**src/rtl/player_credit_ctrl.sv**
```systemverilog
// player_credit_ctrl
// Holds the 17-bit player score, accepts single/max bet requests from the
// bet key, debits the score and starts a spin, then credits the payout
// returned by the reel/evaluation stage (saturating at 17'h1FFFF).
//
// Ports:
//   Clock       system clock, rising edge
//   Resetn      synchronous active-low reset
//   bet_key     bet request level, acted on at its rising edge
//   maxbet_sel  1 = max bet, 0 = single bet (sampled with the bet edge)
//   spin_done   one-cycle pulse from the reel stage, payout valid with it
//   payout      credits won
//   coin_in     coin sensor level (only with COIN_INSERT_EN)
//   score       current credit
//   bet_amount  bet latched for the current spin
//   spin_start  one-cycle pulse that starts the reels
//   busy        high while a spin is outstanding
//   no_credit   sticky flag for a rejected bet
//
// Optional feature: define COIN_INSERT_EN to add the coin_in port.
//
// state | meaning
// ------+----------------------------------------------
// IDLE  | waiting for a bet edge
// SPIN  | bet debited, waiting for spin_done and payout

module player_credit_ctrl #(
  parameter int INIT_SCORE = 100,
  parameter int SINGLE_BET = 1,
  parameter int MAX_BET    = 5,
  parameter int COIN_VALUE = 10
) (
  input  logic        Clock,
  input  logic        Resetn,
  input  logic        bet_key,
  input  logic        maxbet_sel,
  input  logic        spin_done,
  input  logic [16:0] payout,
`ifdef COIN_INSERT_EN
  input  logic        coin_in,
`endif
  output logic [16:0] score,
  output logic [2:0]  bet_amount,
  output logic        spin_start,
  output logic        busy,
  output logic        no_credit
);

  typedef enum logic {IDLE = 1'b0, SPIN = 1'b1} state_t;

  localparam logic [16:0] SCORE_MAX = 17'h1FFFF;

  state_t      state, state_nxt;
  logic        bet_key_d;
  logic        bet_edge;
  logic [2:0]  bet_val;
  logic [16:0] score_base;
  // 19 bits so score + payout + coin can never wrap before saturation
  logic [18:0] add_val;
  logic [18:0] sum;
  logic [16:0] score_nxt;
  logic [2:0]  bet_amount_nxt;
  logic        spin_start_nxt;
  logic        no_credit_nxt;

`ifdef COIN_INSERT_EN
  logic coin_d;
  logic coin_edge;
  assign coin_edge = coin_in & ~coin_d;
`endif

  assign bet_edge = bet_key & ~bet_key_d;
  assign bet_val  = maxbet_sel ? 3'(MAX_BET) : 3'(SINGLE_BET);
  assign busy     = (state == SPIN);

  always_ff @(posedge Clock) begin
    if (!Resetn) begin
      state <= IDLE;
    end else begin
      state <= state_nxt;
    end
  end

  always_comb begin
    state_nxt      = state;
    score_base     = score;
    add_val        = '0;
    bet_amount_nxt = bet_amount;
    spin_start_nxt = 1'b0;
    no_credit_nxt  = no_credit;
    case (state)
      IDLE: begin
        if (bet_edge) begin
          if (score >= {14'd0, bet_val}) begin
            score_base     = score - {14'd0, bet_val};
            bet_amount_nxt = bet_val;
            spin_start_nxt = 1'b1;
            no_credit_nxt  = 1'b0;
            state_nxt      = SPIN;
          end else begin
            no_credit_nxt = 1'b1;
          end
        end
      end
      SPIN: begin
        if (spin_done) begin
          add_val   = {2'b00, payout};
          state_nxt = IDLE;
        end
      end
      default: state_nxt = IDLE;
    endcase
`ifdef COIN_INSERT_EN
    // Coin credit stacks on top of any debit or payout in the same cycle;
    // the credit check above already used the pre-coin score.
    if (coin_edge) begin
      add_val       = add_val + 19'(COIN_VALUE);
      no_credit_nxt = 1'b0;
    end
`endif
    sum       = {2'b00, score_base} + add_val;
    score_nxt = (sum > {2'b00, SCORE_MAX}) ? SCORE_MAX : sum[16:0];
  end

  always_ff @(posedge Clock) begin
    if (!Resetn) begin
      score      <= 17'(INIT_SCORE);
      bet_amount <= 3'd0;
      spin_start <= 1'b0;
      no_credit  <= 1'b0;
      bet_key_d  <= 1'b0;
    end else begin
      score      <= score_nxt;
      bet_amount <= bet_amount_nxt;
      spin_start <= spin_start_nxt;
      no_credit  <= no_credit_nxt;
      bet_key_d  <= bet_key;
    end
  end

`ifdef COIN_INSERT_EN
  always_ff @(posedge Clock) begin
    if (!Resetn) begin
      coin_d <= 1'b0;
    end else begin
      coin_d <= coin_in;
    end
  end
`endif

endmodule

```
**config.mk**
```make
export PLATFORM = sky130hd
export DESIGN_NAME = player_credit_ctrl
export DESIGN_NICKNAME = d
export VERILOG_FILES = /design/src/rtl/player_credit_ctrl.sv
export SDC_FILE = /design/constraint.sdc
export NUM_CORES = 1
export LEC_CHECK = 0
export BUFFER_PORTS_ARGS = -buffer_cell sky130_fd_sc_hd__clkbuf_2
export CORE_ASPECT_RATIO = 0.7
export CORE_MARGIN = 2
export CORE_UTILIZATION = 55
export CTS_BUF_LIST = sky130_fd_sc_hd__clkbuf_4 sky130_fd_sc_hd__clkbuf_8 sky130_fd_sc_hd__clkbuf_16
export DETAILED_ROUTE_END_ITERATION = 7
export HOLD_SLACK_MARGIN = 0.05
export PLACE_DENSITY = 0.8
export SETUP_SLACK_MARGIN = 0.5
export SLEW_MARGIN = 5
export SYNTH_ARGS = -nofsm -noshare
export SYNTH_HDL_FRONTEND = slang
export SYNTH_SLANG_ARGS = --single-unit
```
**constraint.sdc**
```tcl
create_clock -name Clock -period 5.4 [get_ports Clock]
set_clock_uncertainty 0.1 [all_clocks]
set_input_delay 0.54 -clock Clock [delete_from_list [all_inputs] [get_ports Clock]]
set_output_delay 0.54 -clock Clock [all_outputs]
set_load 0.02 [all_outputs]
```
Yosys cells after proc, flatten, opt, wreduce, memory -nomap -nowiden:

Index checks and enable logic that the tools add are counted.

* add/sub/neg operators: 2
* multipliers: 0
* divide/modulo/power cells: 0
* magnitude comparators: 2
* equality and inequality tests: 0
* shift operators: 0
* mux-type cells: 12
* bitwise operators: 4
* reduce and logical (&&, ||, !) cells: 4

Operators by type and width (number)
* $mux 17: 6
* $add 17x19->19: 1
* $gt 19x17->1 const B: 1
* $ge 17x3->1: 1
* $sub 17x3->17: 1
* $mux 1: 4
* $reduce_or 2->1: 2
* $mux 3: 1
* $not 1->1: 3
* $reduce_and 3->1: 1
* $pmux 1 s2: 1
* $reduce_and 2->1: 1
* $and 1x1->1: 1

* register bits: 24
* latch bits: 0
* RAM bits: 0
* ROM bits: 0
* logic and storage cells: 31
* memories kept: 0

Logic depth before layout (Yosys ltp):

Gate-level depths: netlist of run 1.

* word-level depth: 8
* mapped depth: 17
* depth with buffers taken out: 15

Worst setup path before layout of run 1:

Ideal clock, no wire load.

* path kind: input to register
* start: in maxbet_sel
* end: reg score[15]
* library setup time: 115 ps
* arrival: 3657 ps
* setup slack: 1528 ps
* cell stages on the path: 17
* cell sequence: inv_1 ha_1 o21a_1 nor4_4 a31oi_4 nand2_2 nor2_1 xor2_1 ha_1 buf_2 a21oi_1 inv_1 o32ai_2 o21ai_2 a31o_2 buf_2 o21a_1

* word-level cells in the longest chain between the ends: 8
* elaborated cells between the ends (all ways): 9
* classes of those cells: 2 x add/sub; 2 x order compare; 5 x mux

Ends and longest elaborated chain
* from (decl): RTL line 36 `input logic maxbet_sel,`
* $mux 3 (*): RTL line 73 `assign bet_val = maxbet_sel ? 3'(MAX_BET) : 3'(SINGLE_BET);`
* $sub 17x3->17 or $ge 17x3->1 (tied branches): RTL line 95, 94
* $mux 17 (*): RTL line 94 `if (score >= {14'd0, bet_val}) begin`
* $mux 17 (*): RTL line 93 `if (bet_edge) begin`
* $mux 17 (*): RTL line 91 `case (state)`
* $add 17x19->19 (*): RTL line 121 `sum = {2'b00, score_base} + add_val;`
* $gt 19x17->1: RTL line 122 `score_nxt = (sum > {2'b00, SCORE_MAX}) ? SCORE_MAX : sum[16:0];`
* $mux 17 (*): RTL line 122
* to (signal assigned): RTL line 127 `score <= 17'(INIT_SCORE);`
* to (signal assigned): RTL line 133 `score <= score_nxt;`
* to (decl): RTL line 42 `output logic [16:0] score,`

Every way passes the cells marked *; elsewhere a longest branch is shown, timed or not.
A chain may end at the register's enable or synchronous reset.

Final worst setup path of run 1:

* start: reg score[10]
* end: reg score[2]

* word-level cells in the longest chain between the ends: 7
* elaborated cells between the ends (all ways): 8
* classes of those cells: 2 x add/sub; 2 x order compare; 3 x mux; 1 x reduce/logical

Ends and longest elaborated chain (RTL line)
* $sub 17x3->17 or $ge 17x3->1 (tied branches): 95, 94
* $mux 17: 94
* $mux 17: 93
* $mux 17 (*): 91
* $add 17x19->19 (*): 121
* $gt 19x17->1: 122
* $reduce_or 2->1 (no line)

Marks and branches as above.

==> results of run 1 <==
-- flip-flops by register name, indices dropped and copies added (netlist names) --
signal	cells
bet_amount	2
bet_key_d	1
busy	1
no_credit	1
score	17
spin_start	1
-- final timing paths --
path | start | to | slack (ns) | depth (start not counted)
worst min register to register | no_credit$_SDFFE_PN0P_ | no_credit$_SDFFE_PN0P_ | 0.36 | 2
worst max register to register | score[10]$_SDFF_PN0_ | score[2]$_SDFF_PP1_ | 1.14 | 13
worst min-delay path | no_credit$_SDFFE_PN0P_ | no_credit$_SDFFE_PN0P_ | 0.36 | 2
worst max-delay path | score[10]$_SDFF_PN0_ | score[2]$_SDFF_PP1_ | 1.14 | 13
-- area by class of cell --
type	instances	area share, %
repair buffers	43	9.067
multi-input cells	213	65.42
inverters	9	1.423
clock buffers	4	2.056
flip-flops and latches	23	19.40
well taps	50	2.636
-- power by group through the flow --
stage / sequential, mW / combinational, mW / clock, mW
3_5_place_dp: 0.215 / 0.210 / 0
6_report: 0.212 / 0.214 / 0.113
5_1_grt: 0.214 / 0.233 / 0.122
4_1_cts: 0.211 / 0.212 / 0.116
3_3_place_gp: 0.214 / 0.208 / 0
2_1_floorplan: 0.228 / 0.139 / 0
-- cells in the mapped netlist (2+ instances only) --
cell type / count / area, um^2
dfxtp_1: 23 / 460.4
a21oi_1: 22 / 110.1
ha_1: 20 / 250.2
and3_1: 18 / 112.6
o21a_1: 15 / 112.6
xor2_1: 15 / 131.4
xnor2_1: 14 / 122.6
nor2_1: 13 / 48.80
nand2_1: 12 / 45.04
o21ai_0: 12 / 60.06
inv_1: 9 / 33.78
clkbuf_1: 7 / 26.28
nand3_1: 6 / 30.03
nor3_1: 6 / 30.03
a21o_1: 4 / 30.03
nand4_1: 4 / 25.02
nor4_1: 4 / 25.02
o211ai_1: 4 / 30.03
or3_1: 4 / 25.02
a31oi_1: 3 / 18.77
nand2_2: 3 / 18.77
a211oi_1: 2 / 15.01
and2_1: 2 / 12.51
buf_2: 2 / 10.01
nand2b_1: 2 / 12.51
nor2b_1: 2 / 12.51
nor3b_1: 2 / 15.01
nor4_4: 2 / 42.54
o21bai_1: 2 / 15.01
-- layout by cell type, fill, tap and decap left out, drive strengths merged, types with 2 or more instances in the layout --
master  instances
nor4            7
clkbuf         47
o211ai          4
a31oi           4
nand4           4
nand3           7
dfxtp          23
a21o            4
o21bai          2
nand2          15
and3           18
or2             2
o21ai          13
nor3            6
nand2b          2
nor3b           2
or3             5
inv             9
or4             2
a211oi          2
o21a           15
xnor2          14
and2            2
xor2           15
ha             20
a21oi          22
nor2b           2
nor2           13
-- per-layer routing --
layer  wire [um]  GRT usage, %  vias to the layer above  part of all wire [%]
li1            -             -                     1011                     -
met1        2724         42.15                      935                    51
met2        2174         34.11                       81                    41
met3         400         1.948                        2                   7.5
met4          14         5.102                        0                  0.26
met5           0             0                        -                     0
-- cells by family (layout without fill, tap and decap cells) --
group | Yosys count | after routing | share of synthesized area, %
xor+xnor | 29 | 29 | 12.15
buf+inv | 19 | 56 | 3.711
fa+ha+maj | 21 | 21 | 12.93
flops | 23 | 23 | 22.02
other cells | 1 | 1 | 0.1794
compound gates | 73 | 73 | 23.46
simple gates | 89 | 89 | 25.55
-- critical path, cell delays in order (launching register included) --
cell and delay (ns):
dfxtp_1 0.37, or4_1 0.67, nor4_4 0.35, a31oi_4 0.23, nand2_2 0.14, nor2_1 0.06
xor2_1 0.15, ha_1 0.41, a21oi_1 0.29, inv_1 0.10, o32ai_2 0.41, o21ai_2 0.12
a31o_2 0.38, or3_1 0.37
-- per-stage QoR --
step | area (um^2) | total power [mW] | std cells
final | 2374 | 0.5384 | 342
after floorplan | 2091 | 0.3661 | 255
after detailed placement | 2325 | 0.4250 | 338
after global placement | 2325 | 0.4222 | 338
after CTS | 2374 | 0.5385 | 342
after global routing | 2374 | 0.5694 | 342
==> impl_metrics.csv, run 1 <==
group,metric,value,unit
power_and_ir_drop,clockPowerShare,20.9,%
yosys,syn-instance-count,255,
drt,drc,0,
sta,setup_slack,1.139,ns
sta,rsz0062_at_grt,"false",
placement,io_buffers,43,
sta,finalHoldViolCount,0,
placement,hpwl,4176,um
global_route,track_usage,25.16,%
setup_path,crit_required,5.45,ns
sta,tightest_slew,0.6204,ns
sta,max_freq,234.7,MHz
final_layout,final-seq-area,460.4,um^2
floorplanning,core,3581,um^2
drt,vias_per_cell,5.933,
setup_path,critPathArrivalTime,4.31,ns
global_route,grt_pass1_vias,1753,
final_layout,antenna_cells,0,
floorplanning,io_pins,45,
power_and_ir_drop,switchingPower,0.2099,mW
power_and_ir_drop,power.density,226.8,nW/um^2
yosys,ys.flop_type,"dfxtp_1",
drt,dr.first_iter.drc_count,169,
final_layout,layout.nets,336,
yosys,yosysSeqAreaShare,22.02,%
global_route,grt_overflow,0,
global_route,grt_max_degree,22,
sta,fin_crit_sh,78.91,%
drt,drt_wl_total,5314,um
placement,gp_congestion,0.9360,
placement,dp_slack,0.9894,ns
clock_network,postCtsHoldBufs,0,
clock_network,clock_path_buffers,2,
sta,drv_slew,0,
final_layout,finish.utilization,66.28,%
sta,setup_viol,0,
setup_path,crit_path_end_kind,"register",
sta,fin_tns_setup,0,ns
final_layout,drive_gt1_share,21.23,%
power_and_ir_drop,p_leak,1.161,nW
floorplanning,start_util,58.39,%
hold_path,hold_class,"register to register",
drt,first_pass_iters,4,
clock_network,clk_pin_slew,0.08,ns
clock_network,cts_resized,0,
final_layout,multi_input_area,1553,um^2
floorplanning,dieArea,4318,um^2
sta,timing.hold.ws,0.3606,ns
power_and_ir_drop,p_sw_share,38.99,%
yosys,synth-edff-count,0,
yosys,ys_async_sr_fraction,0,%
clock_network,htree_levels,1,
clock_network,post_cts.repair.setup_buffers,0,
clock_network,clk_latency,0.26,ns
drt,dr_total_vias,2029,
clock_network,clock-sinks,23,
clock_network,root_buffer,"clkbuf_8",
yosys,ys_types,50,
setup_path,path_max_fanout,15,
clock_network,cts_tree,"yes",
setup_path,worst-setup-path-type,"register to register",
yosys,ys_ff_latch,23,
sta,max_slew_margin,58.59,%
floorplanning,die_w,77.69,um
run_status,status,"complete, no violations",
yosys,syn-num-nets,298,
yosys,ys_warn_count,0,
drt,final_antenna_net_count,0,
sta,layout_min_cycle_time,4.261,ns
power_and_ir_drop,seqPwrFrac,39.3,%
yosys,syn_area,2091,um^2
power_and_ir_drop,peakVddDrop,0.1506,mV
final_layout,fillers,308,
yosys,synth.avg_cell_area,8.199,um^2
drt,wl_per_cell,15.54,um
global_route,antenna_found_initial,0,
floorplanning,die_h,55.59,um
power_and_ir_drop,p_comb_share,39.8,%
floorplanning,core.rowCount,18,
final_layout,syn_to_final_growth,13.53,%
clock_network,cts_made_buffers,3,
setup_path,worst_setup_path_start_kind,"register",
power_and_ir_drop,p_int,0.3284,mW
job,drv_cap,0,
global_route,grt_pass1_wl,8763,um
Note: power is estimated with default switching activity, not from simulation.
==> run 2: changes to the inputs <==
- CORE_UTILIZATION: 55 -> 50
- PLACE_DENSITY: 0.8 -> 0.77
- clock period: 5.4 -> 3.5 ns (I/O delays scaled with it)
==> impl_metrics.csv, run 2 (same netlist as run 1, synthesis figures left out) <==
group,metric,value,unit
sta,fin_crit_sh,111.4,%
floorplanning,dieArea,4723,um^2
setup_path,path_max_fanout,6,
global_route,track_usage,30.61,%
floorplanning,die_w,81.29,um
setup_path,worst-setup-path-type,"register to register",
power_and_ir_drop,p_comb_share,52.6,%
clock_network,clk_pin_slew,0.09,ns
drt,dr_total_vias,2556,
sta,timing.hold.ws,0.2301,ns
drt,met2_length,3562,um
clock_network,postCtsHoldBufs,0,
global_route,grt_overflow,0,
drt,drc,0,
setup_path,crit_path_top_delay_cell,"or4_4",
clock_network,root_buffer,"clkbuf_8",
setup_path,crit_end,"score[16]$_SDFF_PN0_",
floorplanning,start_util,52.66,%
power_and_ir_drop,clockPowerShare,16.6,%
job,drv_cap,0,
setup_path,crit_required,3.53,ns
final_layout,design_area,3198,um^2
setup_path,worst_setup_path_start_kind,"register",
setup_path,critPathArrivalTime,3.93,ns
clock_network,clock_path_buffers,2,
setup_path,r2r_end,"score[16]$_SDFF_PN0_",
final_layout,final_common_cell,"buf_4",
drt,final_antenna_net_count,0,
drt,drt_wl_total,7934,um
clock_network,clock-sinks,23,
final_layout,drive_gt1_share,47.09,%
sta,drv_slew,0,
clock_network,cts_tree,"yes",
global_route,grt_max_degree,20,
setup_path,reg2reg_slack,-0.40,ns
global_route,antenna_found_initial,0,
power_and_ir_drop,p_sw_share,39.58,%
drt,first_pass_iters,5,
clock_network,cts_made_buffers,3,
final_layout,largest_reg_flops,17,
final_layout,top_register,"score",
final_layout,top_regs,"score: 17 flops, bet_amount: 2 flops",
sta,layout_min_cycle_time,3.898,ns
global_route,grt_pass1_vias,2319,
drt,dr.first_iter.drc_count,254,
power_and_ir_drop,peakVddDrop,0.2324,mV
drt,highest_layer,"met4",
power_and_ir_drop,switchingPower,0.4007,mW
setup_path,worstPathCellList,"or4_4, nor4_4, nand3_1, nand2_2, nand2_1, o21ai_0, ha_1, buf_4, a211oi_4, o211ai_1, a2111oi_2, nor3_2, o31ai_2, a41oi_1",
floorplanning,core.rowCount,19,
final_layout,layout.nets,422,
setup_path,cpPeakStageDelay,0.56,ns
setup_path,reg2reg_from,"score[6]$_SDFF_PP1_",
drt,vias_per_cell,5.944,
global_route,grt_pass1_wl,11120,um
setup_path,ff2ff_path_depth,14,
clock_network,clk_latency,0.27,ns
hold_path,hold_class,"input port to register",
sta,rsz0062_at_grt,"true",
final_layout,antenna_cells,0,
sta,setup_slack,-0.3984,ns
floorplanning,core,3970,um^2
floorplanning,io_pins,45,
run_status,status,"finished, violations left",
floorplanning,die_h,58.10,um
power_and_ir_drop,p_leak,1.627,nW
power_and_ir_drop,p_int,0.6116,mW
drt,wl_per_cell,18.45,um
sta,finalHoldViolCount,0,
sta,fin_tns_setup,-3.825,ns
sta,max_freq,256.5,MHz
run_status,violations,"setup timing",
placement,gp_congestion,0.9091,
final_layout,syn_to_final_growth,52.96,%
placement,placed_area,2890,um^2
setup_path,crit_path_end_kind,"register",
final_layout,final_cell_mix,"buf_4 (83), clkbuf_2 (43), dfxtp_1 (21), and3_1 (18), ha_1 (18)",
drt,wl_met3,722,um
placement,hpwl,5075,um
clock_network,htree_levels,1,
power_and_ir_drop,power.density,316.5,nW/um^2
final_layout,fillers,248,
setup_path,crit_start,"score[6]$_SDFF_PP1_",
sta,setup_viol,17,
drt,wl_met1,3533,um
placement,io_buffers,43,
power_and_ir_drop,seqPwrFrac,30.8,%
## run 2: cell type report
class                           count  area [um^2]  area share (%)
Clock buffer                        3        41.29           1.291
Clock inverter                      1        7.507          0.2347
Inverter                            9        33.78           1.056
Multi-Input combinational cell    214         1724           53.91
Sequential cell                    23        465.4           14.55
Tap cell                           52        65.06           2.034
Timing Repair Buffer              128        860.8           26.92
## run 2: how the worst min path moves through the flow
stage | to | slack, ns | startpoint | cells after the start
floorplan | score[12]$_SDFF_PN0_ | 0.37 | Resetn | 1
global placement | no_credit$_SDFFE_PN0P_ | 0.35 | no_credit$_SDFFE_PN0P_ | 2
detailed placement | no_credit$_SDFFE_PN0P_ | 0.35 | no_credit$_SDFFE_PN0P_ | 2
CTS | bet_amount[2]$_SDFFE_PN0P_ | 0.22 | maxbet_sel | 3
global route | bet_key_d$_SDFF_PN0_ | 0.23 | bet_key | 2
finish | bet_key_d$_SDFF_PN0_ | 0.23 | bet_key | 2
## run 2: what timing repair did
item | in CTS | in global routing
resized for setup | 17 | 12
buffers inserted | 7 | 11
gates cloned | 0 | 1
pin swaps | 19 | 14
endpoints found under the setup margin | 17 | 17
## run 2: critical path: cells and delay by family, from the launching register on
| kind | cells | cell delay (ns) |
|---|---|---|
| DFF | 1 | 0.32 |
| AOI/OAI and AO/OA | 6 | 1.40 |
| buffers and inverters | 1 | 0.17 |
| and+or+nand+nor | 6 | 1.46 |
| adders and majority gates | 1 | 0.29 |
## run 2: stage by stage
step / setup WS (ns) / total power [mW] / cells / util, %
2_1_floorplan: -0.1097 / 0.5818 / 255 / -
3_3_place_gp: -0.3127 / 0.7731 / 407 / 72.80
3_5_place_dp: -0.4018 / 0.7843 / 407 / 72.80
4_1_cts: -0.2407 / 0.9605 / 418 / 76.90
5_1_grt: -0.5666 / 1.058 / 430 / 80.55
6_report: -0.3984 / 1.012 / 430 / 80.55
## run 2: power groups by stage
stage | Clock [mW] | Combinational, mW | Sequential, mW
after floorplan | 0 | 0.230 | 0.352
after global placement | 0 | 0.460 | 0.313
after detailed placement | 0 | 0.470 | 0.314
after CTS | 0.166 | 0.486 | 0.309
after global routing | 0.179 | 0.564 | 0.314
final | 0.168 | 0.533 | 0.312
## run 2: per-layer routing
layer	vias up	GRT usage, %
met5	-	0
met4	0	6.053
met3	16	7.632
met2	155	48.24
met1	1204	42.61
li1	1181	-
==> run 3: changes to the inputs <==
- RECOVER_POWER: default -> 25
==> impl_metrics.csv, run 3 (same netlist as run 1, synthesis figures left out) <==
group,metric,value,unit
sta,finalHoldViolCount,0,
setup_path,critPathArrivalTime,3.92,ns
global_route,grt_max_degree,20,
global_route,track_usage,30.61,%
power_and_ir_drop,p_leak,1.604,nW
setup_path,crit_required,3.53,ns
setup_path,critPathTopFamily,"simple AND/OR/NAND/NOR gates",
drt,drc,0,
sta,layout_min_cycle_time,3.890,ns
final_layout,drive_gt1_share,45.24,%
final_layout,layout.nets,422,
run_status,status,"finished, violations left",
sta,max_slew_margin,49.41,%
clock_network,clk_pin_slew,0.09,ns
drt,wl_per_cell,18.53,um
drt,first_pass_iters,4,
power_and_ir_drop,finalPower,1.013,mW
floorplanning,core.rowCount,19,
sta,fin_tns_setup,-3.818,ns
setup_path,cpPeakStageDelay,0.56,ns
drt,vias_per_cell,5.970,
final_layout,finish.utilization,80.33,%
floorplanning,die_w,81.29,um
run_status,violations,"setup timing",
power_and_ir_drop,p_int,0.6103,mW
final_layout,final_common_cell,"buf_4",
setup_path,worst_setup_path_start_kind,"register",
power_and_ir_drop,power.density,317.5,nW/um^2
placement,io_buffers,43,
sta,fin_crit_sh,111.2,%
power_and_ir_drop,p_sw_share,39.72,%
floorplanning,io_pins,45,
sta,setup_viol,17,
clock_network,htree_levels,1,
sta,timing.hold.ws,0.2298,ns
setup_path,worst-setup-path-type,"register to register",
setup_path,worstPathCellList,"or4_4, nor4_4, nand3_1, nand2_2, nand2_1, o21ai_0, ha_1, buf_4, a211oi_4, o211ai_1, a2111oi_2, nor3_2, o31ai_2, a41oi_1",
floorplanning,die_h,58.10,um
clock_network,clk_latency,0.27,ns
job,drv_cap,0,
drt,wl_met1,3588,um
clock_network,root_buffer,"clkbuf_8",
sta,drv_slew,0,
global_route,grt_pass1_wl,11120,um
power_and_ir_drop,peakVddDrop,0.2337,mV
setup_path,crit_buf_inv,1,
drt,final_antenna_net_count,0,
final_layout,top_register,"score",
final_layout,largest_reg_flops,17,
placement,hpwl,5075,um
sta,max_freq,257.0,MHz
drt,dr.first_iter.drc_count,209,
setup_path,path_max_fanout,6,
sta,rsz0062_at_grt,"true",
drt,dr_total_vias,2567,
clock_network,clock_path_buffers,2,
clock_network,cts_made_buffers,3,
floorplanning,start_util,52.66,%
power_and_ir_drop,seqPwrFrac,30.8,%
clock_network,clock-sinks,23,
setup_path,crit_path_top_delay_cell,"or4_4",
sta,tightest_slew,0.7589,ns
setup_path,crit_path_end_kind,"register",
global_route,grt_pass1_vias,2319,
global_route,grt_overflow,0,
final_layout,final_cell_mix,"buf_4 (83), clkbuf_2 (36), dfxtp_1 (21), and3_1 (18), ha_1 (18)",
drt,wl_met3,725,um
setup_path,reg2reg_slack,-0.39,ns
drt,drt_wl_total,7967,um
power_and_ir_drop,clockPowerShare,16.7,%
power_and_ir_drop,p_comb_share,52.5,%
floorplanning,dieArea,4723,um^2
final_layout,syn_to_final_growth,52.54,%
placement,gp_congestion,0.9091,
final_layout,fillers,252,
power_and_ir_drop,switchingPower,0.4022,mW
clock_network,cts_tree,"yes",
global_route,antenna_found_initial,0,
final_layout,top_regs,"score: 17 flops, bet_amount: 2 flops",
sta,setup_slack,-0.3904,ns
floorplanning,core,3970,um^2
hold_path,hold_class,"input port to register",
final_layout,antenna_cells,0,
drt,met2_length,3540,um
drt,highest_layer,"met4",
[run 3: cell counts in the layout (fill, tap and decap cells not counted)]
No cell type changed its count.
[run 3: stage by stage]
stage / cells / instance area [um^2] / setup WS (ns)
finish: 430 / 3189 / -0.3904
global route: 430 / 3189 / -0.5666
CTS: 418 / 3053 / -0.2407
detailed placement: 407 / 2890 / -0.4018
global placement: 407 / 2890 / -0.3127
floorplan: 255 / 2163 / -0.1097
[run 3: worst paths after layout]
path,from,to,cells past startpoint
min reg2reg,no_credit$_SDFFE_PN0P_,no_credit$_SDFFE_PN0P_,2
max reg2reg,score[6]$_SDFF_PP1_,score[16]$_SDFF_PN0_,14
min,bet_key,bet_key_d$_SDFF_PN0_,2
max,score[6]$_SDFF_PP1_,score[16]$_SDFF_PN0_,14
[run 3: worst register-to-register path, cell delays in order (launching register included)]
cell and delay [ns]:
dfxtp_1 0.32, or4_4 0.56, nor4_4 0.40, nand3_1 0.16
nand2_2 0.16, nand2_1 0.08, o21ai_0 0.12, ha_1 0.30
buf_4 0.17, a211oi_4 0.29, o211ai_1 0.22, a2111oi_2 0.44
nor3_2 0.10, o31ai_2 0.25, a41oi_1 0.09
[run 3: per-layer routing]
layer | track usage [%] | up-vias
met4 | 6.053 | 0
met5 | 0 | -
met2 | 48.24 | 155
met1 | 42.61 | 1210
li1 | - | 1186
met3 | 7.632 | 16
[run 3: power groups by stage]
stage                     logic (mW)  clock network [mW]  registers, mW
after global routing           0.563               0.179          0.314
after floorplan                0.230                   0          0.352
final                          0.531               0.169          0.312
after global placement         0.460                   0          0.313
after CTS                      0.486               0.166          0.309
after detailed placement       0.470                   0          0.314
[run 3: cell type report]
type	count	area, um^2	area share (%)
clock buffers	3	41.29	1.295
clock inverters	1	7.507	0.2354
inverters	9	33.78	1.059
multi-input cells	214	1724	54.06
flip-flops and latches	23	465.4	14.59
well taps	52	65.06	2.040
repair buffers	128	852.1	26.72
[run 3: timing repair]
item / 4_1_cts / 5_1_grt
hold buffers: 0 / 0
buffers inserted: 7 / 11
resized for setup: 17 / 12
pin swaps: 19 / 14
setup endpoints to repair: 17 / 17
gates cloned: 0 / 1
